[config.mk]
export PLATFORM = sky130hd
export DESIGN_NAME = tx_packet_arbiter
export DESIGN_NICKNAME = d
export VERILOG_FILES = /design/src/rtl/tx_packet_arbiter.sv
export SDC_FILE = /design/constraint.sdc
export NUM_CORES = 1
export LEC_CHECK = 0
export ABC_AREA = 0
export ABC_CLOCK_PERIOD_IN_PS = 4200
export BUFFER_PORTS_ARGS = -buffer_cell sky130_fd_sc_hd__buf_2
export CAP_MARGIN = 15
export CORE_AREA = 2 2 699 701
export CTS_CLUSTER_DIAMETER = 150
export DETAILED_ROUTE_END_ITERATION = 6
export DIE_AREA = 0 0 701 703
export GPL_TIMING_DRIVEN = 0
export PLACE_DENSITY = 0.3
export SYNTH_ARGS = -nofsm -noshare
export SYNTH_HDL_FRONTEND = slang
export SYNTH_SLANG_ARGS = --single-unit
[constraint.sdc]
create_clock -name s_axis_clk -period 4.2 [get_ports s_axis_clk]
set_input_delay 0.63 -clock s_axis_clk [delete_from_list [all_inputs] [get_ports s_axis_clk]]
set_output_delay 0.63 -clock s_axis_clk [all_outputs]
set_load 0.03 [all_outputs]
[src/rtl/tx_packet_arbiter.sv]
// Two-requester AXI-Stream packet arbiter. Packets are granted whole, with round-robin
// choice on contention and one idle bubble cycle between packets.
module tx_packet_arbiter #(
    parameter int DW = 512,
    parameter int KW = DW / 8,
    parameter int CW = 32
) (
    input  logic          s_axis_clk,
    input  logic          s_resetn,
    input  logic          enable,

    input  logic [DW-1:0] axis0_in_tdata,
    input  logic [KW-1:0] axis0_in_tkeep,
    input  logic          axis0_in_tlast,
    input  logic          axis0_in_tvalid,
    output logic          axis0_in_tready,

    input  logic [DW-1:0] axis1_in_tdata,
    input  logic [KW-1:0] axis1_in_tkeep,
    input  logic          axis1_in_tlast,
    input  logic          axis1_in_tvalid,
    output logic          axis1_in_tready,

    output logic [DW-1:0] axis_out_tdata,
    output logic [KW-1:0] axis_out_tkeep,
    output logic          axis_out_tlast,
    output logic          axis_out_tvalid,
    input  logic          axis_out_tready,

    output logic          busy,
    output logic [CW-1:0] pkt_count0,
    output logic [CW-1:0] pkt_count1,
    output logic [1:0]    fsm_state
);

    // Handshake: a beat moves when tvalid and tready are both high at a clock edge;
    // a source may drop tvalid between beats, and tready never waits on tvalid.
    typedef enum logic [1:0] {
        IDLE  = 2'd0,
        SEND0 = 2'd1,
        SEND1 = 2'd2
    } state_t;

    state_t state, state_nxt;
    logic   last_grant;
    logic   done0, done1;

    assign done0 = (state == SEND0) && axis0_in_tvalid && axis_out_tready && axis0_in_tlast;
    assign done1 = (state == SEND1) && axis1_in_tvalid && axis_out_tready && axis1_in_tlast;
    assign fsm_state = state;

    always_ff @(posedge s_axis_clk) begin
        if (!s_resetn) begin
            state      <= IDLE;
            last_grant <= 1'b1;
            pkt_count0 <= '0;
            pkt_count1 <= '0;
        end else begin
            state <= state_nxt;
            if (done0) begin
                last_grant <= 1'b0;
                pkt_count0 <= pkt_count0 + {{(CW-1){1'b0}}, 1'b1};
            end
            if (done1) begin
                last_grant <= 1'b1;
                pkt_count1 <= pkt_count1 + {{(CW-1){1'b0}}, 1'b1};
            end
        end
    end

    always_comb begin
        state_nxt       = state;
        axis_out_tdata  = '0;
        axis_out_tkeep  = '0;
        axis_out_tlast  = 1'b0;
        axis_out_tvalid = 1'b0;
        axis0_in_tready = 1'b0;
        axis1_in_tready = 1'b0;
        busy            = 1'b0;
        case (state)
            IDLE: begin
                // Enable only gates new grants; a packet in flight always completes.
                if (enable) begin
                    if (axis0_in_tvalid && axis1_in_tvalid)
                        state_nxt = last_grant ? SEND0 : SEND1;
                    else if (axis0_in_tvalid)
                        state_nxt = SEND0;
                    else if (axis1_in_tvalid)
                        state_nxt = SEND1;
                end
            end
            SEND0: begin
                busy            = 1'b1;
                axis_out_tdata  = axis0_in_tdata;
                axis_out_tkeep  = axis0_in_tkeep;
                axis_out_tlast  = axis0_in_tlast;
                axis_out_tvalid = axis0_in_tvalid;
                axis0_in_tready = axis_out_tready;
                if (done0) state_nxt = IDLE;
            end
            SEND1: begin
                busy            = 1'b1;
                axis_out_tdata  = axis1_in_tdata;
                axis_out_tkeep  = axis1_in_tkeep;
                axis_out_tlast  = axis1_in_tlast;
                axis_out_tvalid = axis1_in_tvalid;
                axis1_in_tready = axis_out_tready;
                if (done1) state_nxt = IDLE;
            end
            default: state_nxt = IDLE;
        endcase
        // Keep the stream quiet for the whole time reset is held, before the first edge too.
        if (!s_resetn) begin
            busy            = 1'b0;
            axis_out_tvalid = 1'b0;
            axis0_in_tready = 1'b0;
            axis1_in_tready = 1'b0;
        end
    end

endmodule
==> results of run 1 <==
cell usage in the layout (no fill, tap or decap), drive strengths merged:
cell | netlist | final
and3 | 10 | 10
a222oi | 1 | 1
nor2b | 579 | 579
nand4b | 2 | 2
and4 | 10 | 10
clkbuf | 200 | 229
xor2 | 30 | 30
nor2 | 62 | 62
nand3 | 22 | 22
a22oi | 578 | 578
bufinv | 0 | 1
clkinvlp | 0 | 2
or4 | 1 | 1
inv | 7 | 8
a41oi | 1 | 1
clkinv | 0 | 3
nand2b | 5 | 5
nor4 | 15 | 15
xnor2 | 23 | 23
nand4 | 31 | 31
o21bai | 2 | 2
and2 | 3 | 3
nand2 | 30 | 30
diode | 0 | 153
o21ai | 5 | 5
mux2i | 2 | 2
nor4b | 2 | 2
nor3 | 2 | 2
o31ai | 1 | 1
dfxtp | 67 | 67
a21oi | 8 | 8
or3 | 4 | 4
buf | 9 | 1815
ha | 5 | 5
final timing paths:
| kind | from | slack (ps) | to | cells after the start |
|---|---|---|---|---|
| min | last_grant | 470 | last_grant | 2 |
| min reg2reg | last_grant | 470 | last_grant | 2 |
| max reg2reg | fsm_state[0] | 1400 | pkt_count1[22] | 10 |
| max | fsm_state[1] | 4 | axis_out_tdata[437] | 11 |
cell type report:
type | instances | share of cell area [%]
Antenna cell | 153 | 1.26
Buffer | 208 | 3.15
Clock buffer | 9 | 0.739
Clock inverter | 7 | 0.251
Inverter | 7 | 0.0862
Multi-Input combinational cell | 1434 | 32.2
Sequential cell | 67 | 4.40
Tap cell | 6450 | 26.5
Timing Repair Buffer | 1827 | 31.4
registers in the layout (all words and copies together) (netlist names):
signal,count
pkt_count1,32
pkt_count0,32
fsm_state,2
last_grant,1
what timing repair did:
action / 4_1_cts / 5_1_grt
hold buffers: 0 / 0
resized for setup: 134 / 48
hold endpoints to repair: 0 / 0
endpoints found under the setup margin: 548 / 59
routing by layer:
metal  track usage [%]  part of all wire, %  wire length, um  up-vias
met5             0.670                 0.47             2080        -
met1              18.8                   37           162000    12200
met4              3.56                  3.2            13900      242
met2              27.7                   45           198000     2317
met3              10.3                   14            63200      922
li1                  -                    -                -    10200
metrics by stage:
step / setup TNS, ps / utilization [%] / power (mW) / setup slack [ps] / cells
2_1_floorplan: 0 / - / 3.67 / 1300 / 1717
3_3_place_gp: -1093480 / 5.97 / 8.38 / -3130 / 9973
3_5_place_dp: -83400 / 6.05 / 8.49 / -1360 / 9994
4_1_cts: 0 / 6.19 / 9.40 / 1.62 / 10000
5_1_grt: -5.64 / 6.24 / 9.61 / -5.64 / 10100
6_report: 0 / 6.28 / 9.18 / 4.19 / 10200
cell families (layout without fill, tap and decap cells):
logic type                 after synthesis  count (layout)
AOI/OAI and AO/OA                      596             596
muxes                                    2               2
DFF                                     67              67
xor gates and xnor gates                53              53
buffers and inverters                  216            2058
adders and majority gates                5               5
other                                    0             153
and+or+nand+nor                        778             778
worst reg2reg max path, delay by kind of cell, from the launching register on:
| kind | cells | cell delay (ps) |
|---|---|---|
| adders and majority gates | 1 | 170 |
| xor gates and xnor gates | 1 | 170 |
| DFF | 1 | 330 |
| buffers and inverters | 4 | 1040 |
| and+or+nand+nor | 4 | 960 |
power by group through the flow:
| stage | clock network (mW) | logic (mW) | registers, mW |
|---|---|---|---|
| after global routing | 0.838 | 8.13 | 0.645 |
| after CTS | 0.811 | 7.94 | 0.644 |
| after detailed placement | 0 | 7.83 | 0.659 |
| after floorplan | 0 | 3.00 | 0.666 |
| final | 0.790 | 7.74 | 0.644 |
| after global placement | 0 | 7.72 | 0.659 |
==> impl_metrics.env, run 1 <==
export IMPL_skew_ps=12.7
export IMPL_pwr_share_clk_pct=8.6
export IMPL_hold_slack_ps=469
export IMPL_clkSinkCount=67
export IMPL_path_delay_family="buffers and inverters"
export IMPL_postCtsSetupRepairBufs=0
export IMPL_regArea_sq_mm=0.00134
export IMPL_crit_slowest_cell="a22oi_1"
export IMPL_clock_latency_ps=350
export IMPL_die_w_um=701
export IMPL_globalplace_congestion=1.08
export IMPL_cp_cell_sequence="inv_1, ha_1, buf_4, clkbuf_8, buf_12, clkbuf_2, buf_8, clkbuf_2, a22oi_1, nor2b_1, buf_4"
export IMPL_synth_top_flop_cell="dfxtp_1"
export IMPL_first_pass_iters=6
export IMPL_placed_cell_area_sq_mm=0.0294
export IMPL_synthCells=1717
export IMPL_tightest_slew_ps=1050
export IMPL_ant_nets=3
export IMPL_min_period_over_period_pct=99.9
export IMPL_layout_min_cycle_time_ps=4200
export IMPL_share_seq_of_total_power_pct=7.0
export IMPL_placementRows=256
export IMPL_netlist_top_cells_area="a22oi_1, nor2b_1, dfxtp_1"
export IMPL_cap_violations=0
export IMPL_postLayoutCellArea_sq_mm=0.0305
export IMPL_grt_pass1_vias=22800
export IMPL_wire_per_inst_um=43.2
export IMPL_synth_xor_area_share_pct=3.92
export IMPL_core_area_sq_mm=0.485
export IMPL_clk_path_buf_depth=2
export IMPL_cts_tree="yes"
export IMPL_synthArstFlopShare_pct=0
export IMPL_cp_slowest_stage_delay_ps=810
export IMPL_violations="antenna violations"
export IMPL_synth_top_cell_by_area="a22oi_1"
export IMPL_synthMuxAreaShare_pct=0.169
export IMPL_syn_nets=2882
export IMPL_drc=0
export IMPL_cp_required_ps=3570
export IMPL_status="finished with violations"
export IMPL_grt_max_degree=14
export IMPL_critPathMaxFanout=10
export IMPL_synthMostInstantiatedCell="nor2b_1"
export IMPL_clkTransAtPathRegs_ps=70
export IMPL_drive_above_1_share_pct=55.3
export IMPL_p_int_mw=3.19
export IMPL_p_sw_mw=5.98
export IMPL_power_leakage_nw=11.2
export IMPL_port_buffers=1806
export IMPL_die_area_sq_mm=0.493
export IMPL_worst_path_buf_inv=8
export IMPL_crit_type="register to output port"
export IMPL_setup_viol=0
export IMPL_pin_count=1807
export IMPL_syn_to_final_growth_pct=157
export IMPL_nets=4719
export IMPL_routed_wl_um=439000
export IMPL_power_density_mw_per_mm2=301
export IMPL_slew_headroom_pct=29.8
export IMPL_worstSetupEndpointType="output port"
export IMPL_drv_slew=0
export IMPL_synth_cell_types=39
export IMPL_yosysWarningCount=0
export IMPL_yosys_area_share_simple_pct=39.6
export IMPL_gr_total_overflow=0
export IMPL_synth_edf_count=0
export IMPL_start_kind="register"
export IMPL_multi_input_area_sq_mm=0.00982
export IMPL_grt_usage_pct=17.0
export IMPL_post_synth_fa_ha_maj_area_fraction_pct=0.528
export IMPL_vias_per_cell=2.55
export IMPL_dp_final_hpwl_um=419000
export IMPL_yosysSeqAreaShare_pct=11.3
export IMPL_fillerInstances=58100
export IMPL_ys_ff_latch=67
export IMPL_arrival_ps=3570
export IMPL_start_util_pct=2.44
export IMPL_grt_antenna_before_repair=522
export IMPL_num_vias=25900
export IMPL_drt_initial_drc_count=2590
export IMPL_cts_root_buf="clkbuf_16"
export IMPL_switching_share_pct=65.2
export IMPL_share_comb_of_total_power_pct=84.4
export IMPL_synth_top_family_by_area="simple AND/OR/NAND/NOR gates"
export IMPL_syn_area_per_cell_sq_um=6.90
export IMPL_fmax_mhz=238
export IMPL_cts_htree_levels=3
export IMPL_synth_common_cells="nor2b_1, a22oi_1, clkbuf_1, dfxtp_1, nor2_1"
export IMPL_synth_compound_area_share_pct=37.6
export IMPL_die_h_um=703
export IMPL_grt_first_pass_wirelength_um=487000
export IMPL_hold_viol_final=0
export IMPL_ir_drop_mv=0.134
export IMPL_hp_class="register to register"
export IMPL_synth_cell_area_sq_mm=0.0118
export IMPL_cts_buffers=9
export IMPL_synth_top_area_share_pct=36.7
No activity file was read; power rests on OpenSTA's default activity.
==> inputs of run 2 (changes only) <==
Settings changed: CTS_BUF_LIST set to sky130_fd_sc_hd__clkbuf_8.
==> run 2 against run 1 <==
The run ends with design-rule violations left. Sequential power hardly changed. Maximum frequency is 1.7% higher. Die area stayed put. Final cell count hardly changed. Clock power is 26% lower. First-iteration DRC count is 0.81% lower. Sequential share of layout area hardly changed. Combinational power is 0.5% higher. Clock skew is 2.4 ps higher. Total power is 1.8% lower. Via count is 0.22% higher. Largest power group unchanged.
==> impl_metrics.env, run 2 (same netlist as run 1, synthesis figures left out) <==
export IMPL_placed_cells=9994
export IMPL_ant_nets=0
export IMPL_grt_antenna_before_repair=517
export IMPL_drv_slew=0
export IMPL_clkSinkCount=67
export IMPL_cts_buffers=9
export IMPL_hold_slack_ps=476
export IMPL_layout_min_cycle_time_ps=4130
export IMPL_worstHoldStart="last_grant"
export IMPL_wire_per_inst_um=43.2
export IMPL_syn_to_final_growth_pct=157
export IMPL_drive_above_1_share_pct=55.7
export IMPL_fin_total_pwr_mw=9.01
export IMPL_crit_type="register to output port"
export IMPL_cp_slowest_stage_delay_ps=850
export IMPL_hold_viol_final=0
export IMPL_worstSetupEndpointType="output port"
export IMPL_crit_slowest_cell="a22oi_1"
export IMPL_hp_class="register to register"
export IMPL_grt_pass1_vias=22700
export IMPL_placementRows=256
export IMPL_mostFrequentLayoutCells="buf_2, nor2b_1, a22oi_1"
export IMPL_skew_ps=15.1
export IMPL_slew_headroom_pct=28.3
export IMPL_vias_per_cell=2.55
export IMPL_cts_htree_levels=3
export IMPL_grt_max_degree=14
export IMPL_power_leakage_nw=11.2
export IMPL_critPathMaxFanout=11
export IMPL_status="finished with violations"
export IMPL_violations="design-rule violations"
export IMPL_cp_required_ps=3570
export IMPL_min_period_over_period_pct=98.2
export IMPL_multi_input_area_sq_mm=0.00984
export IMPL_dp_final_hpwl_um=419000
export IMPL_critPathLaunch="fsm_state[1]"
export IMPL_grt_first_pass_wirelength_um=487000
export IMPL_tightest_slew_ps=1080
export IMPL_cts_hold_fix_buffers=0
export IMPL_pin_count=1807
export IMPL_drc=3
export IMPL_cp_cell_sequence="inv_1, ha_1, buf_4, clkbuf_8, buf_12, clkbuf_8, clkbuf_4, a22oi_1, nor2b_1, buf_2"
export IMPL_dp_slack_ps=-1360
export IMPL_worst_path_buf_inv=7
export IMPL_postCtsSetupRepairBufs=0
export IMPL_die_w_um=701
export IMPL_instances_no_fill=10200
export IMPL_clk_path_buf_depth=2
export IMPL_port_buffers=1806
export IMPL_layout_setup_ws_ps=74.0
export IMPL_nets=4720
export IMPL_start_kind="register"
export IMPL_cts_root_buf="clkbuf_8"
export IMPL_arrival_ps=3500
export IMPL_clkTransAtPathRegs_ps=90
export IMPL_first_pass_iters=7
export IMPL_gr_total_overflow=0
export IMPL_cap_violations=0
export IMPL_start_util_pct=2.44
export IMPL_drt_initial_drc_count=2569
export IMPL_clock_latency_ps=390
export IMPL_die_area_sq_mm=0.493
export IMPL_power_density_mw_per_mm2=296
export IMPL_regArea_sq_mm=0.00134
export IMPL_path_delay_family="buffers and inverters"
export IMPL_fmax_mhz=242
export IMPL_layout_commonest_cell="buf_2"
export IMPL_core_area_sq_mm=0.485
export IMPL_num_vias=25900
export IMPL_cts_tree="yes"
export IMPL_die_h_um=703
export IMPL_cp_common_cell="clkbuf_8"
export IMPL_routed_wl_um=439000
export IMPL_fillerInstances=58100
export IMPL_ir_drop_mv=0.161
export IMPL_r2r_start="fsm_state[0]"
export IMPL_globalplace_congestion=1.08
export IMPL_setup_viol=0
export IMPL_grt_usage_pct=17.0
-- run 2: path summary, 6_finish.rpt --
path	to	slack, ps	cells past startpoint
worst max-delay path	axis_out_tdata[340]	70	10
worst max register to register	pkt_count1[22]	1400	10
worst min-delay path	last_grant	480	2
worst min register to register	last_grant	480	2
-- run 2: power breakdown --
group | switching [mW] | internal [mW] | total [mW]
logic | 5.67 | 2.11 | 7.78
clock network | 0.308 | 0.277 | 0.585
registers | 0.00465 | 0.639 | 0.644
-- run 2: repair_timing --
item	CTS	global route
endpoints found under the hold margin	0	0
setup endpoints to repair	552	66
cloned	0	0
gates resized for setup	169	53
pin swaps	0	1
-- run 2: layer usage --
| metal | global-route usage (%) | vias up | part of all wire, % |
|---|---|---|---|
| met5 | 0.670 | - | 0.48 |
| met4 | 3.45 | 242 | 3.0 |
| met3 | 10.4 | 925 | 14 |
| met2 | 27.7 | 2376 | 45 |
| met1 | 18.7 | 12200 | 37 |
| li1 | - | 10200 | - |
-- run 2: layout make-up --
class                   count  area share [%]
clock inverters             7           0.251
diodes                    153            1.26
repair buffers           1827            31.5
inverters                   7          0.0863
flip-flops and latches     67            4.40
plain buffers             209            3.26
multi-input cells        1434            32.3
well taps                6450            26.5
clock buffers               9           0.407
-- run 2: worst min-delay path, delay by kind of cell, from the launching register on --
kind	cells	cell delay, ps
DFF	1	330
and+or+nand+nor	2	120
-- run 2: metrics by stage --
| step | cell area, sq um | TNS [ps] | util, % |
|---|---|---|---|
| after floorplan | 11800 | 0 | - |
| after global placement | 28900 | -1093480 | 5.97 |
| after detailed placement | 29400 | -83400 | 6.05 |
| after CTS | 30000 | -1.73 | 6.18 |
| after global routing | 30300 | -8.63 | 6.24 |
| final | 30500 | 0 | 6.28 |
